### src/rtl/npu_out_packer_pkg.sv
// Shared definitions for the NPU output packer: state encoding, word geometry
// and the byte-enable mask for partial words.
package npu_out_packer_pkg;

  localparam int unsigned WORD_W = 32;
  localparam int unsigned BE_W   = WORD_W / 8;

  typedef enum logic [1:0] {
    S_IDLE  = 2'd0,
    S_RUN   = 2'd1,
    S_DRAIN = 2'd2,
    S_DONE  = 2'd3
  } state_e;

  // Thermometer mask for a word holding 'lanes' valid bytes (1..4).
  function automatic logic [BE_W-1:0] be_mask(input logic [2:0] lanes);
    logic [BE_W-1:0] m;
    case (lanes)
      3'd1:    m = 4'b0001;
      3'd2:    m = 4'b0011;
      3'd3:    m = 4'b0111;
      default: m = 4'b1111;
    endcase
    return m;
  endfunction

endpackage

### src/rtl/npu_out_packer_word_fifo.sv
// First-word-fall-through word FIFO with a registered head (data + valid) and
// an occupancy count that covers the head entry.
module npu_word_fifo #(
  parameter int unsigned DEPTH = 16,
  parameter int unsigned WIDTH = 36,
  localparam int unsigned AW   = $clog2(DEPTH)
) (
  input  logic             CLK,
  input  logic             RESET_X,
  input  logic             SOFT_RESET,
  input  logic             push_i,
  input  logic [WIDTH-1:0] push_data_i,
  input  logic             pop_i,
  output logic [WIDTH-1:0] head_o,
  output logic             head_valid_o,
  output logic             full_o,
  output logic             empty_o,
  output logic [AW:0]      level_o
);

  localparam logic [AW:0] FULL_LVL = (AW + 1)'(DEPTH);

  logic [WIDTH-1:0] mem_q [DEPTH];
  logic [AW-1:0]    wr_q, wr_d, rd_q, rd_d;
  logic [AW:0]      count_q, count_d;
  logic [WIDTH-1:0] head_q, head_d;
  logic             head_valid_q, head_valid_d;
  logic             pop, push_acc;

  always_comb begin
    pop      = pop_i & head_valid_q;
    push_acc = push_i & ((count_q < FULL_LVL) | pop);
    wr_d     = wr_q;
    rd_d     = rd_q;
    count_d  = count_q;
    if (push_acc) wr_d = wr_q + 1'b1;
    if (pop)      rd_d = rd_q + 1'b1;
    if (push_acc && !pop)      count_d = count_q + 1'b1;
    else if (!push_acc && pop) count_d = count_q - 1'b1;
    // The head register mirrors the next head entry; a push into an empty
    // (or just-emptied) FIFO bypasses memory so it is visible one edge later.
    head_valid_d = (count_d != '0);
    if (count_d == '0)                  head_d = '0;
    else if (push_acc && (wr_q == rd_d)) head_d = push_data_i;
    else                                 head_d = mem_q[rd_d];
  end

  always_ff @(posedge CLK) begin
    if (push_acc) mem_q[wr_q] <= push_data_i;
  end

  always_ff @(posedge CLK or negedge RESET_X) begin
    if (!RESET_X) begin
      wr_q         <= '0;
      rd_q         <= '0;
      count_q      <= '0;
      head_q       <= '0;
      head_valid_q <= 1'b0;
    end else if (SOFT_RESET) begin
      wr_q         <= '0;
      rd_q         <= '0;
      count_q      <= '0;
      head_q       <= '0;
      head_valid_q <= 1'b0;
    end else begin
      wr_q         <= wr_d;
      rd_q         <= rd_d;
      count_q      <= count_d;
      head_q       <= head_d;
      head_valid_q <= head_valid_d;
    end
  end

  assign head_o       = head_q;
  assign head_valid_o = head_valid_q;
  assign full_o       = (count_q == FULL_LVL);
  assign empty_o      = (count_q == '0);
  assign level_o      = count_q;

endmodule

### src/rtl/npu_out_packer.sv
// Packs the npu_core byte stream little-endian into 32-bit words, tags the
// final partial word with byte enables and buffers words for the bus side.
module npu_out_packer
  import npu_out_packer_pkg::*;
#(
  parameter int unsigned FIFO_DEPTH = 16,
  parameter int unsigned CNT_W      = 16
) (
  input  logic                          CLK,
  input  logic                          RESET_X,
  input  logic                          SOFT_RESET,
  input  logic                          START,
  input  logic [CNT_W-1:0]              LEN,
  input  logic                          IN_EN,
  input  logic [7:0]                    IN_DATA,
  output logic                          OUT_VALID,
  output logic [WORD_W-1:0]             OUT_DATA,
  output logic [BE_W-1:0]               OUT_BE,
  input  logic                          OUT_READY,
  output logic                          BUSY,
  output logic                          DONE,
  output logic                          OVERFLOW,
  output logic [$clog2(FIFO_DEPTH):0]   LEVEL
);

  localparam int unsigned ENTRY_W = WORD_W + BE_W;

  state_e               state_q, state_d;
  logic [CNT_W-1:0]     len_q, len_d, cnt_q, cnt_d, cnt_inc;
  logic [1:0]           idx_q, idx_d;
  logic [WORD_W-1:0]    word_q, word_d, word_nxt;
  logic                 push_q, push_d;
  logic [ENTRY_W-1:0]   push_word_q, push_word_d, head;
  logic                 busy_q, busy_d, done_q, done_d, overflow_q, overflow_d;
  logic                 fifo_full, fifo_empty, fifo_pop, drop;

  assign fifo_pop = OUT_VALID & OUT_READY;
  assign drop     = push_q & fifo_full & ~fifo_pop;

  always_comb begin
    state_d     = state_q;
    len_d       = len_q;
    cnt_d       = cnt_q;
    idx_d       = idx_q;
    word_d      = word_q;
    push_d      = 1'b0;
    push_word_d = push_word_q;
    overflow_d  = overflow_q | drop;
    cnt_inc     = cnt_q + 1'b1;
    word_nxt    = (idx_q == 2'd0) ? '0 : word_q;
    word_nxt[{idx_q, 3'b000} +: 8] = IN_DATA;

    case (state_q)
      S_IDLE, S_DONE: begin
        if (START) begin
          len_d      = LEN;
          cnt_d      = '0;
          idx_d      = '0;
          overflow_d = 1'b0;
          state_d    = (LEN == '0) ? S_DONE : S_RUN;
        end
      end
      S_RUN: begin
        if (IN_EN) begin
          cnt_d  = cnt_inc;
          word_d = word_nxt;
          if (idx_q == 2'd3 || cnt_inc == len_q) begin
            push_d      = 1'b1;
            push_word_d = {be_mask({1'b0, idx_q} + 3'd1), word_nxt};
            idx_d       = '0;
          end else begin
            idx_d = idx_q + 1'b1;
          end
          if (cnt_inc == len_q) state_d = S_DRAIN;
        end
      end
      S_DRAIN: begin
        if (fifo_empty && !push_q) state_d = S_DONE;
      end
      default: state_d = S_IDLE;
    endcase

    busy_d = (state_d == S_RUN) || (state_d == S_DRAIN);
    done_d = (state_d == S_DONE);
  end

  always_ff @(posedge CLK or negedge RESET_X) begin
    if (!RESET_X) begin
      state_q     <= S_IDLE;
      len_q       <= '0;
      cnt_q       <= '0;
      idx_q       <= '0;
      word_q      <= '0;
      push_q      <= 1'b0;
      push_word_q <= '0;
      busy_q      <= 1'b0;
      done_q      <= 1'b0;
      overflow_q  <= 1'b0;
    end else if (SOFT_RESET) begin
      state_q     <= S_IDLE;
      len_q       <= '0;
      cnt_q       <= '0;
      idx_q       <= '0;
      word_q      <= '0;
      push_q      <= 1'b0;
      push_word_q <= '0;
      busy_q      <= 1'b0;
      done_q      <= 1'b0;
      overflow_q  <= 1'b0;
    end else begin
      state_q     <= state_d;
      len_q       <= len_d;
      cnt_q       <= cnt_d;
      idx_q       <= idx_d;
      word_q      <= word_d;
      push_q      <= push_d;
      push_word_q <= push_word_d;
      busy_q      <= busy_d;
      done_q      <= done_d;
      overflow_q  <= overflow_d;
    end
  end

  npu_word_fifo #(
    .DEPTH(FIFO_DEPTH),
    .WIDTH(ENTRY_W)
  ) u_fifo (
    .CLK          (CLK),
    .RESET_X      (RESET_X),
    .SOFT_RESET   (SOFT_RESET),
    .push_i       (push_q),
    .push_data_i  (push_word_q),
    .pop_i        (OUT_READY),
    .head_o       (head),
    .head_valid_o (OUT_VALID),
    .full_o       (fifo_full),
    .empty_o      (fifo_empty),
    .level_o      (LEVEL)
  );

  assign OUT_DATA = head[WORD_W-1:0];
  assign OUT_BE   = head[ENTRY_W-1:WORD_W];
  assign BUSY     = busy_q;
  assign DONE     = done_q;
  assign OVERFLOW = overflow_q;

endmodule

### config.mk
export PLATFORM = sky130hd
export DESIGN_NAME = npu_out_packer
export DESIGN_NICKNAME = d
export VERILOG_FILES = /design/src/rtl/npu_out_packer_pkg.sv /design/src/rtl/npu_out_packer_word_fifo.sv /design/src/rtl/npu_out_packer.sv
export SDC_FILE = /design/constraint.sdc
export NUM_CORES = 1
export LEC_CHECK = 0
export ABC_AREA = 0
export CAP_MARGIN = 10
export CORE_MARGIN = 2
export CORE_UTILIZATION = 35
export CTS_CLUSTER_SIZE = 40
export DETAILED_ROUTE_END_ITERATION = 8
export PLACE_DENSITY_LB_ADDON = 0.15
export SLEW_MARGIN = 15
export SYNTH_ARGS = -nofsm -noshare
export SYNTH_HDL_FRONTEND = slang
export SYNTH_SLANG_ARGS = --single-unit
export TNS_END_PERCENT = 30
### constraint.sdc
create_clock -name CLK -period 10.69 [get_ports CLK]
set_input_delay 2.138 -clock CLK [delete_from_list [all_inputs] [get_ports CLK]]
set_output_delay 2.138 -clock CLK [all_outputs]
set_load 0.01 [all_outputs]
# Word level (Yosys, flattened, before mapping)
# Memories as Yosys holds them, arrays and structs flattened.
# Index checks and enable logic that the tools add are counted.
# word_totals
out_inout_bits	45
regBits	158
memories	1
wordCells	127
input_bits	30
ramBits	576
# memory_table
memory	words	word_bits	read_ports	rd_clocked_by_memory_dff	write_ports	line_no	rtl
u_fifo.mem_q	16	36	1	0	1	npu_out_packer_word_fifo.sv:23	logic [WIDTH-1:0] mem_q [DEPTH];
# classes
n_lt_le_gt_ge	1
mux	51
bitwise	7
n_eq_ne	15
add_sub_neg	8
shifts	2
n_reduce_logical	27
# ops
op	n
36-bit two-way mux	7
32-bit two-way mux	4
16-bit two-way mux	6
32-bit bitwise mux	1
16-bit case mux with 2 select lines	1
8-bit by 7-bit variable shift with 32-bit output (first input constant)	1
8-bit by 7-bit variable part select with 32-bit output	1
2-bit two-way mux	10
16-bit by 1-bit adder with 16-bit output (second input constant)	1
16-bit equality test	1
16-bit zero test	1
4-bit two-way mux	4
5-bit two-way mux	3
1-bit two-way mux	12
4-bit case mux with 3 select lines	1
2-bit nonzero test	6
2-bit equality test (second input constant)	5
5-bit zero test	2
4-bit by 1-bit adder with 4-bit output (second input constant)	2
5-bit negation with 7-bit output	1
3-bit by 2-bit equality test with 1-bit output (second input constant)	2
3-bit inequality test (second input constant)	2
2-bit case mux with 3 select lines	1
3-bit AND reduction	2
21 further kinds	34

# Longest topological paths before layout
# Gate-level depths: netlist (run 1).
# depth
depth_word	10
ltp_mapped	11
mapped_depth_nobuf	10

# By module
# From an unflattened synthesis (run 1), not the netlist that was laid out.
# hier_totals
cells_unflattened	2661
area_unflattened_um2	33951.3
# modules_own_cells
module	seq_area_each_um2	n_inst	cells_each	area_per_inst_um2
npu_word_fifo	18547.8	1	2025	28278.4
npu_out_packer	2702.6	1	636	5672.9

# Least setup slack after synthesis (run 1)
# No wires, ideal clock.
# synth_timing
kind	input-to-reg
start	input port OUT_READY
end	memory u_fifo.mem_q[3][0], enable pin
arrival_ns	5.371
setup_slack_ns	4.845
required_time_ns	10.216
n_path_buf	0
setup_time_ns	0.474
path_stages	4
path_cell_list	nand2_1 -> a21boi_1 -> nand2_1 -> nor3_1
# synth_via
elab_chain_len	5
# synth_rtl
element	line_no	rtl
from (decl)	npu_out_packer.sv:19	input logic OUT_READY,
1-bit AND	npu_out_packer_word_fifo.sv:31	pop = pop_i & head_valid_q;
1-bit OR	npu_out_packer_word_fifo.sv:32	push_acc = push_i & ((count_q < FULL_LVL) | pop);
1-bit AND	npu_out_packer_word_fifo.sv:32	
1-bit two-way mux	npu_out_packer_word_fifo.sv:49	if (push_acc) mem_q[wr_q] <= push_data_i;
1-bit two-way mux (not written as such)	npu_out_packer_word_fifo.sv:49	
to (decl)	npu_out_packer_word_fifo.sv:23	
# Every way passes these cells.

# Worst setup path after layout (run 1)
# layout_timing
start	input port OUT_READY
end	register u_fifo.head_q[15] (netlist: u_fifo.head_o[15])
# layout_via
elab_chain_len	10
word_cells_on_any_way	17
cone_classes	eq/ne (1); mux (6); bitwise (3); reduce/logical (6); memory (1)
# layout_rtl
element	line_no	rtl
1-bit AND (*)	npu_out_packer_word_fifo.sv:31	
1-bit OR	npu_out_packer_word_fifo.sv:32	
1-bit AND	npu_out_packer_word_fifo.sv:32	
1-bit zero test	npu_out_packer_word_fifo.sv:39	else if (!push_acc && pop) count_d = count_q - 1'b1;
1-bit logical AND	npu_out_packer_word_fifo.sv:39	
5-bit two-way mux	npu_out_packer_word_fifo.sv:39	
5-bit two-way mux	npu_out_packer_word_fifo.sv:38	if (push_acc && !pop) count_d = count_q + 1'b1;
5-bit zero test	npu_out_packer_word_fifo.sv:43	if (count_d == '0) head_d = '0;
36-bit two-way mux (*)	npu_out_packer_word_fifo.sv:43	
36-bit two-way mux (*)	npu_out_packer_word_fifo.sv:59	end else if (SOFT_RESET) begin
to (signal assigned)	npu_out_packer_word_fifo.sv:57	head_q <= '0;
to (signal assigned)	npu_out_packer_word_fifo.sv:63	head_q <= '0;
to (signal assigned)	npu_out_packer_word_fifo.sv:69	head_q <= head_d;
to (decl)	npu_out_packer_word_fifo.sv:26	logic [WIDTH-1:0] head_q, head_d;
# Mark *: on every way between the ends. The rest lies on a longest branch, timed or not.
# A chain may end at the register's enable or synchronous reset.

==> results.py, run 1 <==
metrics = {
    "status": {
        "status": "complete, no violations",
    },
    "global_route": {
        "grt_pass1_wl_um": 110000,
        "grt_pass1_vias": 16069,
        "antenna_found_initial": 3,
        "grt.overflow.total": 0,
        "grt_max_degree": 147,
        "grt_util_all_layers_pct": 17.5,
    },
    "sta": {
        "timing.fmax_mhz": 186,
        "slew_headroom_pct": 29.4,
        "setup_viol": 0,
        "worst_pin_slew_ns": 1.06,
        "period_minus_slack_ns": 5.39,
        "final.period_utilization_pct": 50.4,
        "rsz0062_at_grt": "false",
        "timing.setup.tns_ns": 0,
        "maxSlewViolCount": 0,
        "finClkSkew_ns": 0.0416,
        "hold_viol": 0,
    },
    "worst_setup_path": {
        "critPathBufInv": 2,
        "cpPeakStageDelay_ns": 0.76,
        "cp_slowest_cell": "and2_4",
        "worstPathRequired_ns": 11.25,
        "cp-end-kind": "flip-flop",
        "worstPathCellList": "clkdlybuf4s50_1 > and2_1 > mux2i_4 > buf_12 > xnor2_1 > nand3_1 > nor3_1 > and2_4 > a22o_1",
        "critical_path_class": "in -> reg",
        "cp_max_fo": 146,
        "cp-start-kind": "input port",
        "critPathTopFamily": "simple AND/OR/NAND/NOR gates",
        "cp.arrival_ns": 5.95,
    },
    "final_layout": {
        "utilization_pct": 41.4,
        "fin_nets": 1747,
        "multiInputGateArea_um2": 8120,
        "register_area_um2": 21300,
        "drive_above_1_share_pct": 23.0,
        "synthToLayoutAreaGrowth_pct": 16.9,
        "n_fill_cell": 7495,
    },
    "synthesis": {
        "yosysMostFrequentCell": "edfxtp_1",
        "synth_nets": 1652,
        "syn_area_um2": 29700,
        "async_flop_share_pct": 21.5,
        "yosys_warnings": 0,
        "yosys.area.top_type": "edfxtp_1",
        "synth_edf_count": 576,
        "synth_cells": 1604,
        "syn_area_per_cell_um2": 18.5,
        "yosysSeqAreaShare_pct": 71.5,
        "synth.distinct_cells": 64,
        "ys_top_cells_by_area": "edfxtp_1 58%, mux4_2 14%, dfrtp_1 13%",
        "ys_seq_elements": 734,
        "yosysTopAreaCellShare_pct": 58.2,
        "synth_common_cells": "576 x edfxtp_1, 180 x mux4_2, 158 x dfrtp_1",
        "yosys_most_used_dff": "edfxtp_1",
    },
    "routing": {
        "via_per_inst": 5.29,
        "wl_um": 75100,
        "postRouteAntennaNets": 0,
        "firstDrtPassIters": 5,
        "post_drt_wl_per_cell_um": 25.9,
        "vias": 15355,
        "post-route-drc-count": 0,
        "dr.first_iter.drc_count": 1393,
    },
    "power": {
        "p_per_area_nw_per_um2": 204,
        "power_mw": 7.08,
        "ir_worst_vdd_uv": 163,
        "leakage_nw": 11.7,
    },
    "clock_network": {
        "cts_root_buf": "clkbuf_16",
        "cts_buffers": 82,
        "cts_hold_buf": 0,
        "cts.sinks": 734,
        "path_clk_slew_ns": 0.06,
        "clock_latency_ns": 0.64,
        "tritoncts": "yes",
        "post-cts-setup-buffers": 0,
        "cts_resized": 0,
        "cts_buffer_depth": 3,
        "htreeDepth": 3,
    },
    "floorplan": {
        "die_h_um": 295,
        "initial_core_util_pct": 35.4,
        "num_io_pins": 75,
        "rows": 106,
        "die-area_um2": 87200,
        "core_area_um2": 83800,
        "dieWidth_um": 295,
    },
    "place": {
        "globalplace.congestion": 0.749,
        "dp_hpwl_um": 39100,
        "numPortBuffers": 74,
    },
    "min_path": {
        "hold_class": "reg -> reg",
    },
    "flow_run": {
        "drv_cap": 0,
    },
}
==> flip-flops by register name, summed over array words and instances, names as in the netlist <==
register / flops
u_fifo.mem_q: 576
push_word_q: 36
u_fifo.head_o: 36
word_q: 32
cnt_q: 16
len_q: 16
u_fifo.level_o: 5
u_fifo.rd_q: 4
u_fifo.wr_q: 4
idx_q: 2
state_q: 2
BUSY: 1
DONE: 1
OVERFLOW: 1
push_q: 1
u_fifo.head_valid_o: 1
==> worst register-to-register path: stages, from the launching register on <==
cell and delay, ns:
dfrtp_1 0.41, and2_1 0.43, mux2i_4 0.33, buf_12 0.74, xnor2_1 0.25, nand3_1 0.11
nor3_1 0.36, and2_4 0.76, a22o_1 0.31
==> cell families after synthesis <==
family                   share of synthesized area (%)
buffers and inverters                             1.74
AO/OA/AOI/OAI                                     4.77
adder cells (fa/ha/maj)                          0.758
multiplexers                                      15.3
AND/OR/NAND/NOR                                   4.77
flip-flops                                        71.5
XOR/XNOR                                          1.08
==> cells in the final DEF (no fill, tap or decap), types with 11 or more instances in the layout <==
| cell | n |
|---|---|
| ha_1 | 18 |
| clkbuf_1 | 22 |
| mux4_2 | 180 |
| a21oi_1 | 35 |
| a22o_1 | 39 |
| nor2_4 | 12 |
| bufinv_16 | 11 |
| mux2_4 | 28 |
| clkinv_2 | 12 |
| nor2_1 | 104 |
| a22oi_1 | 62 |
| inv_1 | 12 |
| nor2b_1 | 37 |
| nor3_1 | 11 |
| edfxtp_1 | 576 |
| clkdlybuf4s50_1 | 72 |
| xnor2_1 | 22 |
| clkbuf_16 | 83 |
| nand2_1 | 60 |
| dfrtp_1 | 158 |
| o21ai_0 | 23 |
| buf_4 | 34 |
==> worst paths after layout <==
path	start	end	slack, ns	cells past startpoint
hold / removal	word_q[12]	word_q[12]	0.53	2
max in group asynchronous	RESET_X	u_fifo.level_o[0]	7.67	3
min in group asynchronous	RESET_X	u_fifo.head_o[13]	1.63	1
setup / recovery	OUT_READY	u_fifo.head_o[15]	5.30	9
hold reg to reg	word_q[12]	word_q[12]	0.53	2
setup reg to reg	u_fifo.head_valid_o	u_fifo.head_o[15]	6.96	8
==> metal layers <==
| layer | GRT usage [%] | vias to the layer above | share of wire (%) |
|---|---|---|---|
| met5 | 0 | - | 0.028 |
| met4 | 4.43 | 4 | 2.0 |
| met3 | 2.95 | 115 | 4.6 |
| met2 | 27.9 | 393 | 48 |
| met1 | 24.9 | 8227 | 46 |
| li1 | - | 6616 | - |
==> final cells by class <==
class                   count  share of cell area [%]
diodes                      1                 0.00721
clock buffers             112                    6.50
clock inverters            41                    1.66
inverters                  12                   0.130
multi-input cells         759                    23.4
flip-flops and latches    734                    61.2
well taps                1134                    4.09
repair buffers            110                    3.04
==> power breakdown <==
part	leakage (nW)	switching (mW)	internal (mW)
clock network	1.37	1.17	1.76
logic	3.26	0.487	0.495
registers	7.08	0.0595	3.11
==> through the flow <==
stage | area [um2] | std cells | hold WS, ns | setup slack [ns]
after floorplan | 29700 | 1604 | 0.470 | 4.84
after global placement | 31900 | 2748 | 0.494 | 4.67
after detailed placement | 31900 | 2748 | 0.513 | 4.62
after CTS | 34700 | 2901 | 0.529 | 5.30
after global routing | 34700 | 2902 | 0.545 | 5.11
final | 34700 | 2903 | 0.528 | 5.30
(Power assumes the default switching activity.)
==> run 2, diff against run 1 <==
- clock period: 10.69 -> 5.5 ns (I/O delays scaled with it)
==> run 2 against run 1 <==
Net effect:
- power up 90%
- die area is the same
- clock power rose by 81%
- largest power group unchanged
- via count rose by 0.24%
- combinational power up 100%
- flip-flop and latch count unchanged
- design area shrank 0.15%
==> results.py, run 2 (synthesized netlist as in run 1, its figures left out) <==
metrics = {
    "final_layout": {
        "largest_reg_flops": 576,
        "fin_nets": 1762,
        "diodes": 0,
        "fin_area_um2": 34700,
        "drive_above_1_share_pct": 23.1,
        "mostFrequentLayoutCells": "576 x edfxtp_1, 180 x mux4_2, 158 x dfrtp_1, 104 x nor2_1, 83 x clkbuf_16",
        "synthToLayoutAreaGrowth_pct": 16.7,
        "regMostFlops": "u_fifo.mem_q",
        "utilization_pct": 41.4,
        "final_common_cell": "edfxtp_1",
    },
    "clock_network": {
        "cts_root_buf": "clkbuf_16",
        "tritoncts": "yes",
        "cts_buffer_depth": 3,
        "cts_hold_buf": 0,
        "path_clk_slew_ns": 0.06,
        "cts_resized": 0,
        "post-cts-setup-buffers": 0,
        "cts_buffers": 83,
        "clock_latency_ns": 0.64,
        "cts.sinks": 734,
        "htreeDepth": 3,
    },
    "worst_setup_path": {
        "cp-end-kind": "flip-flop",
        "worstPathRequired_ns": 6.02,
        "startpoint": "OUT_READY",
        "rr_endpoint": "push_word_q[2]",
        "cp-start-kind": "input port",
        "r2r_cells": 10,
        "r2r-start": "cnt_q[0]",
        "crit_path_end": "u_fifo.head_o[34]",
        "reg2reg_slack_ns": 1.81,
        "cp_max_fo": 53,
        "critical_path_class": "in -> reg",
        "cp.arrival_ns": 4.25,
    },
    "sta": {
        "worst_pin_slew_ns": 0.941,
        "rsz0062_at_grt": "false",
        "timing.fmax_mhz": 268,
        "finClkSkew_ns": 0.0402,
        "final.period_utilization_pct": 67.8,
        "fin_ws_ns": 1.77,
        "period_minus_slack_ns": 3.73,
        "maxSlewViolCount": 0,
        "timing.setup.tns_ns": 0,
        "hold_viol": 0,
        "hold_ws_ns": 0.474,
        "setup_viol": 0,
        "slew_headroom_pct": 37.3,
    },
    "place": {
        "dp_hpwl_um": 39200,
        "globalplace.congestion": 0.725,
        "numPortBuffers": 74,
        "dpl_cell_area_um2": 32000,
        "place_ws_ns": 1.11,
    },
    "floorplan": {
        "dieWidth_um": 295,
        "initial_core_util_pct": 35.4,
        "num_io_pins": 75,
        "core_area_um2": 83800,
        "die-area_um2": 87200,
        "die_h_um": 295,
        "rows": 106,
    },
    "global_route": {
        "grt.overflow.total": 0,
        "grt_pass1_vias": 16322,
        "grt_pass1_wl_um": 110000,
        "grt_max_degree": 93,
        "antenna_found_initial": 1,
        "grt_util_all_layers_pct": 17.3,
    },
    "min_path": {
        "hold_class": "in -> async",
    },
    "flow_run": {
        "drv_cap": 0,
    },
    "routing": {
        "post_drt_wl_per_cell_um": 25.4,
        "vias": 15392,
        "postRouteAntennaNets": 0,
        "post-route-drc-count": 0,
        "dr.first_iter.drc_count": 1357,
        "firstDrtPassIters": 5,
        "via_per_inst": 5.28,
        "wl_um": 74100,
    },
    "power": {
        "p_per_area_nw_per_um2": 388,
        "leakage_nw": 11.7,
        "ir_worst_vdd_uv": 243,
    },
    "status": {
        "status": "complete, no violations",
    },
}
[run 2: changes by cell type in the layout (fill, tap and decap cells not counted), moves of 6 or more]
cell / delta
bufinv_16: -8
buf_4: +9
buf_12: +6
clkinv_1: +10
[run 2: power breakdown]
group / total (mW) / internal (mW) / leakage, nW / switching [mW]
Combinational: 2.01 / 1.05 / 3.36 / 0.958
Sequential: 6.16 / 6.04 / 7.08 / 0.122
Clock: 5.30 / 3.05 / 1.27 / 2.25
Total: 13.5 / 10.1 / 11.7 / 3.33
[run 2: area by class of cell]
| cell class | count | area, um2 |
|---|---|---|
| sequential | 734 | 21300 |
| multi-input combinational | 759 | 8120 |
| inverter | 12 | 45.0 |
| tap | 1134 | 1420 |
| clock buffer | 112 | 2260 |
| fill | 7557 | 49100 |
| timing repair buffer | 124 | 1220 |
| clock inverter | 42 | 368 |
[run 2: metrics by stage]
| stage | power (mW) | std cells |
|---|---|---|
| 2_1_floorplan | 7.65 | 1604 |
| 3_3_place_gp | 8.35 | 2763 |
| 3_5_place_dp | 8.35 | 2763 |
| 4_1_cts | 13.7 | 2917 |
| 5_1_grt | 14.0 | 2917 |
| 6_report | 13.5 | 2917 |
[run 2: worst min-delay path by stage]
stage	cells after the start	slack (ns)	to
final	1	0.47	u_fifo.head_o[12]
after detailed placement	1	0.50	cnt_q[15]
after floorplan	1	0.47	cnt_q[15]
after global routing	1	0.53	u_fifo.head_o[12]
after CTS	1	0.51	cnt_q[15]
after global placement	1	0.49	cnt_q[15]
[run 2: per-layer routing]
metal  routed length [um]  GRT usage (%)  up-vias
met4                 1630           4.37        2
li1                     -              -     6648
met1                33900           24.6     8277
met5                   12              0        -
met3                 3200           3.20      115
met2                35400           27.6      350
[run 2: worst max-delay path: stages]
cell and delay [ns]:
clkdlybuf4s50_1 0.52, and2_1 0.42, mux2i_4 0.32, buf_12 0.35, buf_4 0.39, mux4_2 0.36, mux4_2 0.46, a22o_1 0.24
